**config.mk**
```make
export PLATFORM = sky130hd
export DESIGN_NAME = multicycle_sequencer_flat
export DESIGN_NICKNAME = d
export VERILOG_FILES = /design/src/rtl/multicycle_sequencer_if.sv /design/src/rtl/multicycle_sequencer.sv /design/src/flat_wrapper.sv
export SDC_FILE = /design/constraint.sdc
export NUM_CORES = 1
export LEC_CHECK = 0
export CAP_MARGIN = 20
export CORE_ASPECT_RATIO = 0.5
export CORE_MARGIN = 5
export CORE_UTILIZATION = 40
export DETAILED_ROUTE_END_ITERATION = 6
export DONT_BUFFER_PORTS = 1
export GPL_ROUTABILITY_DRIVEN = 0
export HOLD_SLACK_MARGIN = 0.03
export SLEW_MARGIN = 20
export SYNTH_ARGS = -nofsm -noshare
export SYNTH_HDL_FRONTEND = slang
export SYNTH_SLANG_ARGS = --single-unit
```
**constraint.sdc**
```tcl
create_clock -name clk_i -period 6.8 [get_ports clk_i]
set_input_delay 1.36 -clock clk_i [delete_from_list [all_inputs] [get_ports clk_i]]
set_output_delay 1.36 -clock clk_i [all_outputs]
set_load 0.03 [all_outputs]
```
**src/rtl/multicycle_sequencer_if.sv**
```systemverilog
// Control bundle between the multicycle sequencer and its datapath / memory port.
// The master side is the sequencer; the slave side is the datapath or the testbench.
interface multicycle_sequencer_if;
   logic [6:0]  opcode_i;
   logic        branch_taken_i;
   logic        mem_ready_i;
   logic        mem_req_o;
   logic        mem_we_o;
   logic        ir_we_o;
   logic        pc_we_o;
   logic [1:0]  pc_sel_o;
   logic        reg_we_o;
   logic [1:0]  alu_op_o;
   logic [2:0]  state_o;
   logic        trap_o;
   logic        trap_cause_o;
   logic        retire_o;
   logic [31:0] instret_o;

   modport master (
      input  opcode_i, branch_taken_i, mem_ready_i,
      output mem_req_o, mem_we_o, ir_we_o, pc_we_o, pc_sel_o, reg_we_o,
             alu_op_o, state_o, trap_o, trap_cause_o, retire_o, instret_o
   );

   modport slave (
      output opcode_i, branch_taken_i, mem_ready_i,
      input  mem_req_o, mem_we_o, ir_we_o, pc_we_o, pc_sel_o, reg_we_o,
             alu_op_o, state_o, trap_o, trap_cause_o, retire_o, instret_o
   );
endinterface

```
**src/rtl/multicycle_sequencer.sv**
```systemverilog
// Multicycle RV32-style control FSM: FETCH/DECODE/EXEC/MEM/WB with a sticky TRAP
// for illegal opcodes and memory timeouts, plus a retired-instruction counter.
module multicycle_sequencer #(
   parameter int unsigned MEM_TIMEOUT = 255
) (
   input  logic                   clk_i,
   input  logic                   rst_i,
   multicycle_sequencer_if.master bus
);

   localparam logic [2:0] ST_FETCH  = 3'd0;
   localparam logic [2:0] ST_DECODE = 3'd1;
   localparam logic [2:0] ST_EXEC   = 3'd2;
   localparam logic [2:0] ST_MEM    = 3'd3;
   localparam logic [2:0] ST_WB     = 3'd4;
   localparam logic [2:0] ST_TRAP   = 3'd5;

   localparam logic [6:0] OP_RTYPE  = 7'b0110011;
   localparam logic [6:0] OP_ITYPE  = 7'b0010011;
   localparam logic [6:0] OP_LOAD   = 7'b0000011;
   localparam logic [6:0] OP_STORE  = 7'b0100011;
   localparam logic [6:0] OP_BRANCH = 7'b1100011;
   localparam logic [6:0] OP_JAL    = 7'b1101111;
   localparam logic [6:0] OP_JALR   = 7'b1100111;
   localparam logic [6:0] OP_LUI    = 7'b0110111;
   localparam logic [6:0] OP_AUIPC  = 7'b0010111;

   localparam logic [7:0] TIMEOUT_LIMIT = 8'(MEM_TIMEOUT);

   logic [2:0]  state_r;
   logic [2:0]  state_nxt_s;
   logic [6:0]  opcode_r;
   logic [7:0]  wait_r;
   logic [7:0]  wait_nxt_s;
   logic        trap_cause_r;
   logic        trap_cause_nxt_s;
   logic [31:0] instret_r;
   logic        timeout_s;
   logic        mem_req_s;
   logic        mem_we_s;
   logic        ir_we_s;
   logic        pc_we_s;
   logic [1:0]  pc_sel_s;
   logic        reg_we_s;
   logic [1:0]  alu_op_s;
   logic        retire_s;

   function automatic logic is_legal(input logic [6:0] op);
      case (op)
         OP_RTYPE, OP_ITYPE, OP_LOAD, OP_STORE, OP_BRANCH,
         OP_JAL, OP_JALR, OP_LUI, OP_AUIPC: is_legal = 1'b1;
         default:                           is_legal = 1'b0;
      endcase
   endfunction

   // A ready in the limit cycle still wins over the timeout
   assign timeout_s = (wait_r == TIMEOUT_LIMIT) && !bus.mem_ready_i;

   // Next state, trap cause and memory wait counter
   always_comb begin
      state_nxt_s      = state_r;
      trap_cause_nxt_s = trap_cause_r;
      case (state_r)
         ST_FETCH: begin
            if (bus.mem_ready_i) begin
               state_nxt_s = ST_DECODE;
            end else if (timeout_s) begin
               state_nxt_s      = ST_TRAP;
               trap_cause_nxt_s = 1'b1;
            end else begin
               state_nxt_s = ST_FETCH;
            end
         end
         ST_DECODE: begin
            if (is_legal(bus.opcode_i)) begin
               state_nxt_s = ST_EXEC;
            end else begin
               state_nxt_s      = ST_TRAP;
               trap_cause_nxt_s = 1'b0;
            end
         end
         ST_EXEC: begin
            case (opcode_r)
               OP_LOAD, OP_STORE: state_nxt_s = ST_MEM;
               OP_BRANCH:         state_nxt_s = ST_FETCH;
               default:           state_nxt_s = ST_WB;
            endcase
         end
         ST_MEM: begin
            if (bus.mem_ready_i) begin
               state_nxt_s = (opcode_r == OP_STORE) ? ST_FETCH : ST_WB;
            end else if (timeout_s) begin
               state_nxt_s      = ST_TRAP;
               trap_cause_nxt_s = 1'b1;
            end else begin
               state_nxt_s = ST_MEM;
            end
         end
         ST_WB:   state_nxt_s = ST_FETCH;
         ST_TRAP: state_nxt_s = ST_TRAP;
         default: state_nxt_s = ST_TRAP;
      endcase

      if (state_nxt_s != state_r) begin
         wait_nxt_s = 8'd0;
      end else if (((state_r == ST_FETCH) || (state_r == ST_MEM)) && !bus.mem_ready_i) begin
         wait_nxt_s = wait_r + 8'd1;
      end else begin
         wait_nxt_s = 8'd0;
      end
   end

   // Per-state control strobes; reset forces them low so an access in flight is dropped
   always_comb begin
      mem_req_s = 1'b0;
      mem_we_s  = 1'b0;
      ir_we_s   = 1'b0;
      pc_we_s   = 1'b0;
      pc_sel_s  = 2'd0;
      reg_we_s  = 1'b0;
      alu_op_s  = 2'd0;
      retire_s  = 1'b0;
      if (rst_i) begin
         mem_req_s = 1'b0;
         retire_s  = 1'b0;
      end else begin
         case (state_r)
            ST_FETCH: begin
               mem_req_s = 1'b1;
               ir_we_s   = bus.mem_ready_i;
            end
            ST_EXEC: begin
               case (opcode_r)
                  OP_RTYPE: alu_op_s = 2'd2;
                  OP_ITYPE: alu_op_s = 2'd3;
                  OP_BRANCH: begin
                     alu_op_s = 2'd1;
                     pc_we_s  = 1'b1;
                     retire_s = 1'b1;
                     pc_sel_s = bus.branch_taken_i ? 2'd1 : 2'd0;
                  end
                  default: alu_op_s = 2'd0;
               endcase
            end
            ST_MEM: begin
               mem_req_s = 1'b1;
               mem_we_s  = (opcode_r == OP_STORE);
               if (bus.mem_ready_i && (opcode_r == OP_STORE)) begin
                  pc_we_s  = 1'b1;
                  retire_s = 1'b1;
               end else begin
                  pc_we_s  = 1'b0;
                  retire_s = 1'b0;
               end
            end
            ST_WB: begin
               reg_we_s = 1'b1;
               pc_we_s  = 1'b1;
               retire_s = 1'b1;
               case (opcode_r)
                  OP_JAL:  pc_sel_s = 2'd1;
                  OP_JALR: pc_sel_s = 2'd2;
                  default: pc_sel_s = 2'd0;
               endcase
            end
            default: begin
               mem_req_s = 1'b0;
            end
         endcase
      end
   end

   // FSM state, captured opcode, wait counter, trap cause and retire count
   always_ff @(posedge clk_i or posedge rst_i) begin
      if (rst_i) begin
         state_r      <= ST_FETCH;
         opcode_r     <= 7'd0;
         wait_r       <= 8'd0;
         trap_cause_r <= 1'b0;
         instret_r    <= 32'd0;
      end else begin
         state_r      <= state_nxt_s;
         wait_r       <= wait_nxt_s;
         trap_cause_r <= trap_cause_nxt_s;
         if (state_r == ST_DECODE) begin
            opcode_r <= bus.opcode_i;
         end
         if (retire_s) begin
            instret_r <= instret_r + 32'd1;
         end
      end
   end

   assign bus.mem_req_o    = mem_req_s;
   assign bus.mem_we_o     = mem_we_s;
   assign bus.ir_we_o      = ir_we_s;
   assign bus.pc_we_o      = pc_we_s;
   assign bus.pc_sel_o     = pc_sel_s;
   assign bus.reg_we_o     = reg_we_s;
   assign bus.alu_op_o     = alu_op_s;
   assign bus.retire_o     = retire_s;
   assign bus.state_o      = state_r;
   assign bus.trap_o       = (state_r == ST_TRAP);
   assign bus.trap_cause_o = trap_cause_r;
   assign bus.instret_o    = instret_r;

endmodule

```
**src/flat_wrapper.sv**
```systemverilog
// flat-port wrapper written by rule: the top's interface ports become plain ports
module multicycle_sequencer_flat 
#(
   parameter int unsigned MEM_TIMEOUT = 255
)
  (clk_i, rst_i, bus_opcode_i, bus_branch_taken_i, bus_mem_ready_i, bus_mem_req_o, bus_mem_we_o, bus_ir_we_o, bus_pc_we_o, bus_pc_sel_o, bus_reg_we_o, bus_alu_op_o, bus_state_o, bus_trap_o, bus_trap_cause_o, bus_retire_o, bus_instret_o);
  multicycle_sequencer_if bus_i ();
  input  logic clk_i;
  input  logic rst_i;
  input wire logic [$bits(bus_i.opcode_i)-1:0] bus_opcode_i;
  input wire logic [$bits(bus_i.branch_taken_i)-1:0] bus_branch_taken_i;
  input wire logic [$bits(bus_i.mem_ready_i)-1:0] bus_mem_ready_i;
  output wire logic [$bits(bus_i.mem_req_o)-1:0] bus_mem_req_o;
  output wire logic [$bits(bus_i.mem_we_o)-1:0] bus_mem_we_o;
  output wire logic [$bits(bus_i.ir_we_o)-1:0] bus_ir_we_o;
  output wire logic [$bits(bus_i.pc_we_o)-1:0] bus_pc_we_o;
  output wire logic [$bits(bus_i.pc_sel_o)-1:0] bus_pc_sel_o;
  output wire logic [$bits(bus_i.reg_we_o)-1:0] bus_reg_we_o;
  output wire logic [$bits(bus_i.alu_op_o)-1:0] bus_alu_op_o;
  output wire logic [$bits(bus_i.state_o)-1:0] bus_state_o;
  output wire logic [$bits(bus_i.trap_o)-1:0] bus_trap_o;
  output wire logic [$bits(bus_i.trap_cause_o)-1:0] bus_trap_cause_o;
  output wire logic [$bits(bus_i.retire_o)-1:0] bus_retire_o;
  output wire logic [$bits(bus_i.instret_o)-1:0] bus_instret_o;
  assign bus_i.opcode_i = bus_opcode_i;
  assign bus_i.branch_taken_i = bus_branch_taken_i;
  assign bus_i.mem_ready_i = bus_mem_ready_i;
  assign bus_mem_req_o = bus_i.mem_req_o;
  assign bus_mem_we_o = bus_i.mem_we_o;
  assign bus_ir_we_o = bus_i.ir_we_o;
  assign bus_pc_we_o = bus_i.pc_we_o;
  assign bus_pc_sel_o = bus_i.pc_sel_o;
  assign bus_reg_we_o = bus_i.reg_we_o;
  assign bus_alu_op_o = bus_i.alu_op_o;
  assign bus_state_o = bus_i.state_o;
  assign bus_trap_o = bus_i.trap_o;
  assign bus_trap_cause_o = bus_i.trap_cause_o;
  assign bus_retire_o = bus_i.retire_o;
  assign bus_instret_o = bus_i.instret_o;
  multicycle_sequencer #(.MEM_TIMEOUT(MEM_TIMEOUT)) u_core (.clk_i(clk_i), .rst_i(rst_i), .bus(bus_i));
endmodule
```
* Word-level counts from Yosys, hierarchy flattened
Cells that the tools add are included.
** Operators by class
- Reductions and logical operators :: 11
- Add/sub/neg operators :: 2
- Multiplexer cells :: 36
- Equal/unequal tests :: 26
** Operators by type and width (count)
- $eq A7 B7 Y1 const B :: 6
- $eq A7 B6 Y1 const B :: 5
- $add A32 B1 Y32 const B :: 1
- $eq A7 B5 Y1 const B :: 3
- $mux W3 :: 6
- $mux W1 :: 17
- $mux W8 :: 2
- $pmux W3 S5 :: 1
- $eq A7 B2 Y1 const B :: 2
- $reduce_or A9 Y1 :: 1
- $add A8 B1 Y8 const B :: 1
- $eq A8 B8 Y1 const B :: 1
- $mux W2 :: 4
- $pmux W2 S2 :: 2
- $eq A3 B2 Y1 const B :: 2
- $eq A3 B3 Y1 const B :: 2
- $pmux W2 S3 :: 1
- $pmux W3 S2 :: 1
- $ne A2 B2 Y1 const B :: 2
- $reduce_and A4 Y1 :: 1
- $reduce_or A2 Y1 :: 2
- $eq A3 B1 Y1 const B :: 1
- $logic_and A1 B1 Y1 :: 3
- $logic_not A3 Y1 :: 1
- 7 further kinds :: 7
** Storage, ports and cells
- Input bits :: 11
- Flip-flop bits (word level) :: 51
- Logic and storage cells :: 80
- Output and inout bits :: 47

* Logic depth before layout (Yosys ltp)
Gate-level depths: netlist of run 1.
- Word-level depth :: 8
- Gate-level depth with buffers :: 8
- Depth with buffers taken out :: 6

* Worst setup path before layout of run 1
No wires, ideal clock.
- Kind :: input-to-output
- From :: input rst_i
- To :: output bus_retire_o
- Path slack :: 2418 ps
- Stages :: 7
- Path buffers :: 3
- Data required time :: 5440 ps
- Data arrival time :: 3022 ps
- Cell sequence :: or4b_1 -> or4_1 -> and3_1 -> buf_6 -> inv_2 -> buf_2 -> buf_4
** On the way
- Cells in the longest elaborated chain, start to end :: 1
** RTL lines
- from (decl) :: RTL line flat_wrapper.sv:9 : input logic rst_i;
- $mux W1
- to (decl) :: RTL line flat_wrapper.sv:23 : output wire logic [$bits(bus_i.retire_o)-1:0] bus_retire_o;
Every way passes these cells.

* Worst setup path in the final report of run 1
Same ends and word-level chain as after synthesis.

==> reports/metrics.cfg, run 1 <==
[pwr]
powerDensity_nw_per_um2 = 323
p_leak_uw = 0.00125
peakVddDrop_uv = 116

[synth]
ys_ff_latch = 51
synth_edf_count = 0
netlist_instances = 266
synth_cell_types = 43
synthFlopType = dfrtp_1
synth_async_sr_flop_share = 1.00
ys_seq_area_frac = 0.485
synth_area_um2 = 2630
yosysWarnings = 0
synth.avg_cell_area_um2 = 9.89
synthesis.nets = 279

[critical_path]
r2r-start = u_core.bus.state_o[0]
r2r_cells = 6
worstPathMaxFanout = 23
cp-start-kind = input pin
crit_start = rst_i
r2r_slack_ps = 3640
cp_slowest_cell = inv_2
path_class = input pin to primary output
endpoint_kind = primary output
crit_arrival_ps = 3220
cpPeakStageDelay_ps = 520
critPathTopFamily = simple AND/OR/NAND/NOR gates
critPathBufInv = 1
reg2reg_to = u_core.bus.instret_o[22]
cp.required_ps = 5440
crit_chain = or4b_1 -> or4_1 -> and3_1 -> inv_2

[finish]
final_cells = 353
multi_input_area_um2 = 1250
num_antenna_cells = 0
drive_gt1_frac = 0.0868
final_util = 0.456
final_cell_mix = dfrtp_1 (51), nand2_1 (23), xor2_1 (21)
regArea_um2 = 1280
syn_to_final_growth_pct = 8.14
nNetsFinal = 277
layout_commonest_cell = dfrtp_1
nFillCells = 586
stdcell_area_um2 = 2840

[floorplan]
fp.dieH_um = 67.3
initial_core_util = 0.422
row_count = 20
dieArea_um2 = 8390
core_um2 = 6230
ios = 58
dieWidth_um = 125

[clock_network]
cts_tree = built
cts_hold_buf = 0
clk_pin_slew_ps = 60
clockBufferDepth = 2
cts_num_sinks = 51
htreeDepth = 2
cts_resized = 0
clockRootBuffer = clkbuf_16
numCtsBuffers = 5
post_cts_buffers = 0
clkLatencyLatePin_ps = 290

[detailed_routing]
drt_iter0_drc = 126
wirelength_mm = 5.97
dr.pass1.iters = 4
vias = 1958
antenna_left = 0
wire_per_inst_um = 16.9
drc_errors = 0
via_per_inst = 5.55

[sta]
rsz0062_at_grt = no
fin_skew_ps = 7.50
final-hold-violation-count = 0
layout_setup_ws_ps = 2220
post-route-period-util = 0.674
drv_slew = 0
max_freq_ghz = 0.218
fin_setup_tns_ps = 0
setup_viol = 0
maxSlewHeadroom = 0.353
worst_slew_pin_slew_ps = 963
fin_crit_ps = 4580

[min_path]
min_to = u_core.wait_r[0]
holdCritStartpoint = u_core.wait_r[0]
hp-class = flip-flop to flip-flop
holdPathStages = 1

[run_status]
status = finished, final reports clean

[grt]
grt_max_degree = 53
grt_use_total = 0.146
antenna_found_initial = 0
grt_pass1_vias = 1915
overflow = 0
grt_pass1_wl_mm = 9.94

[placed_design]
dpl_cell_area_um2 = 2700
dp_cells = 345
dpl.hpwl_mm = 4.32
portBuffers = 0
dp_slack_ps = 2210

[flow_run]
drv_cap = 0

[worst max-delay path by stage]
stage | cells past startpoint | slack, ps | endpoint
after global routing | 4 | 2110 | bus_pc_we_o
after detailed placement | 4 | 2210 | bus_retire_o
after CTS | 4 | 2210 | bus_retire_o
final | 4 | 2220 | bus_retire_o
after floorplan | 7 | 2420 | bus_retire_o
after global placement | 4 | 2250 | bus_retire_o
[metal layers]
layer / vias to the layer above / part of all wire / wire [um] / global-route usage
met5: - / 0 / 0 / 0
met4: 0 / 0.0091 / 54 / 0.0437
met3: 4 / 0.067 / 400 / 0.0506
met2: 49 / 0.48 / 2890 / 0.246
met1: 972 / 0.44 / 2620 / 0.182
li1: 933 / - / - / -
[where the power goes]
part	internal, uW	switching, uW	total [uW]
clock network	136	113	249
logic	79.4	129	208
registers	344	116	460
total	559	358	918
[per-stage QoR]
step / power (uW) / hold slack [ps]
after CTS: 927 / 492
after global routing: 973 / 528
final: 918 / 490
after floorplan: 630 / 453
after detailed placement: 677 / 483
after global placement: 667 / 474
[cell type report]
| cell class | count | area share |
|---|---|---|
| Timing Repair Buffer | 3 | 0.00792 |
| Clock inverter | 3 | 0.00704 |
| Clock buffer | 5 | 0.0440 |
| Inverter | 11 | 0.0145 |
| Tap cell | 88 | 0.0387 |
| Sequential cell | 51 | 0.449 |
| Multi-Input combinational cell | 192 | 0.439 |
[worst reg2reg max path, stage by stage (launching register included)]
cell and delay [ps]:
dfrtp_1 650, or4b_1 630, or4_1 400, and3_1 470
inv_2 520, nand4_1 200, xnor2_1 170
[sequential cells by signal, indices dropped and copies added (netlist names)]
| register | cells |
|---|---|
| u_core.bus.trap_cause_o | 1 |
| u_core.bus.instret_o | 32 |
| u_core.opcode_r | 7 |
| u_core.wait_r | 8 |
| u_core.bus.state_o | 3 |
[cell usage after synthesis (4+ instances only)]
cell type | instances | share of area
o21ai_0 | 7 | 0.013
nand4_1 | 15 | 0.036
xor2_1 | 21 | 0.070
inv_1 | 10 | 0.014
or3_1 | 4 | 0.0095
nor3_1 | 14 | 0.027
and3_1 | 6 | 0.014
nand3_1 | 16 | 0.030
mux2_2 | 6 | 0.026
nand2b_1 | 5 | 0.012
dfrtp_1 | 51 | 0.49
nand2_1 | 23 | 0.033
xnor2_1 | 17 | 0.057
nor4_1 | 9 | 0.021
nor2_1 | 16 | 0.023
clkbuf_1 | 8 | 0.011
[cell families (layout without fill, tap and decap cells)]
family,Yosys count,in the layout,share of synthesized area
buf+inv,23,22,0.0404
fa+ha+maj,2,2,0.00951
mux,7,7,0.0295
xor+xnor,38,38,0.127
flops,51,51,0.485
compound gates,19,19,0.0462
simple gates,126,126,0.263
(Power assumes the default switching activity.)
==> run 2, diff against run 1 <==
clock period = 4.6 ns   (was 6.8 ns; I/O delays follow)
==> run 2 against run 1 <==
  * Clock power is 53% higher
  * Flip-flop and latch count is the same
  * Non-clock buffer count rose by 1
  * Routed wire length fell by 0.49%
  * Global-route usage rose by 0.085 points
  * Critical endpoint unchanged
  * Sequential power is 48% higher
  * Register-to-register slack worse by 2000 ps
  * Die area unchanged
==> reports/metrics.cfg, run 2 (synthesis results as in run 1) <==
[run_status]
status = finished, final reports clean

[placed_design]
dp_cells = 346
portBuffers = 0
dpl.hpwl_mm = 4.31

[detailed_routing]
via_per_inst = 5.47
drc_errors = 0
drt_iter0_drc = 152
dr.pass1.iters = 6
vias = 1937
antenna_left = 0
wirelength_mm = 5.94
wire_per_inst_um = 16.8

[critical_path]
cp-start-kind = flip-flop
r2r_cells = 7
endpoint_kind = primary output
crit_chain = or4b_1 -> or4_1 -> and3_1 -> buf_4 -> inv_2
r2r_slack_ps = 1670
cp_slowest_cell = dfrtp_1
crit_start = u_core.bus.state_o[0]
cpPeakStageDelay_ps = 650
path_class = flip-flop to primary output
worstPathMaxFanout = 23
reg2reg_to = u_core.bus.instret_o[4]
crit_arrival_ps = 2740
cp.required_ps = 3680
r2r-start = u_core.bus.state_o[0]

[flow_run]
drv_cap = 0

[clock_network]
clkLatencyLatePin_ps = 290
post_cts_buffers = 0
cts_hold_buf = 0
cts_tree = built
cts_resized = 0
cts_num_sinks = 51
clk_pin_slew_ps = 70
clockRootBuffer = clkbuf_16
htreeDepth = 2
numCtsBuffers = 5
clockBufferDepth = 2

[grt]
overflow = 0
grt_pass1_vias = 1973
grt_max_degree = 52
grt_pass1_wl_mm = 10.1
antenna_found_initial = 0
grt_use_total = 0.147

[pwr]
total_power_uw = 1370
pwr-share-seq = 0.497
p_sw_uw = 524
power.internal_uw = 846
power.share.combinational = 0.224
peakVddDrop_uv = 194
swShare = 0.382
powerDensity_nw_per_um2 = 479
pwr-share-clk = 0.278
p_leak_uw = 0.00126

[sta]
max_freq_ghz = 0.273
fin_setup_tns_ps = 0
worst_slew_pin_slew_ps = 942
fin_skew_ps = 5.78
rsz0062_at_grt = no
drv_slew = 0
final-hold-violation-count = 0
maxSlewHeadroom = 0.367
post-route-period-util = 0.795
fin_crit_ps = 3660
setup_viol = 0

[min_path]
holdPathStages = 1
holdCritStartpoint = u_core.wait_r[0]
hp-class = flip-flop to flip-flop
min_to = u_core.wait_r[0]

[floorplan]
fp.dieH_um = 67.3
core_um2 = 6230
ios = 58
dieWidth_um = 125
initial_core_util = 0.422
row_count = 20
dieArea_um2 = 8390

[finish]
nNetsFinal = 278
final_cells = 354
final_util = 0.459
layout_commonest_cell = dfrtp_1
nFillCells = 585
syn_to_final_growth_pct = 8.80
final_cell_mix = dfrtp_1 (51), nand2_1 (23), xor2_1 (21)
drive_gt1_frac = 0.0902
largest_register_ffs = 32
num_antenna_cells = 0

==> run 2: cell types whose count changed in the layout (fill, tap and decap cells not counted), sizes merged <==
cell,previous run,this run
buf,3,4
clkbuf,5,6
clkinvlp,2,1
==> run 2: cell type report <==
| cell class | count | area (um2) | area share |
|---|---|---|---|
| Clock inverter | 2 | 16.3 | 0.00568 |
| Timing Repair Buffer | 4 | 30.0 | 0.0105 |
| Inverter | 11 | 41.3 | 0.0144 |
| Sequential cell | 51 | 1280 | 0.446 |
| Tap cell | 88 | 110 | 0.0385 |
| Multi-Input combinational cell | 192 | 1250 | 0.436 |
| Clock buffer | 6 | 139 | 0.0485 |
==> run 2: worst max-delay path: cells and delay by family (launching register included) <==
family	cells	cell delay, ps
buf+inv	2	600
simple gates	3	1190
flops	1	650
==> run 2: power by group through the flow <==
stage               clock network (uW)  logic (uW)  registers (uW)
floorplan                            0         305             627
global placement                     0         306             683
detailed placement                   0         310             692
CTS                                390         312             682
global route                       413         344             699
finish                             381         308             681
==> run 2: per-stage QoR <==
| step | cell area (um2) | hold WS [ps] | worst slack [ps] |
|---|---|---|---|
| floorplan | 2630 | 453 | 1100 |
| global placement | 2710 | 476 | 1120 |
| detailed placement | 2710 | 479 | 1110 |
| CTS | 2860 | 488 | 921 |
| global route | 2860 | 526 | 803 |
| finish | 2860 | 487 | 943 |
==> run 2: metal layers <==
metal	vias up	track usage	wire, um
met5	-	0	0
li1	938	-	-
met3	6	0.0545	394
met4	0	0.0287	56
met1	950	0.185	2720
met2	43	0.249	2760
==> run 2: how the worst max path moves through the flow <==
stage,end,slack [ps],cells past startpoint
after global placement,bus_retire_o,1120,5
after CTS,bus_retire_o,920,5
after global routing,bus_retire_o,800,5
final,bus_retire_o,940,5
after floorplan,bus_retire_o,1100,7
after detailed placement,bus_retire_o,1110,5
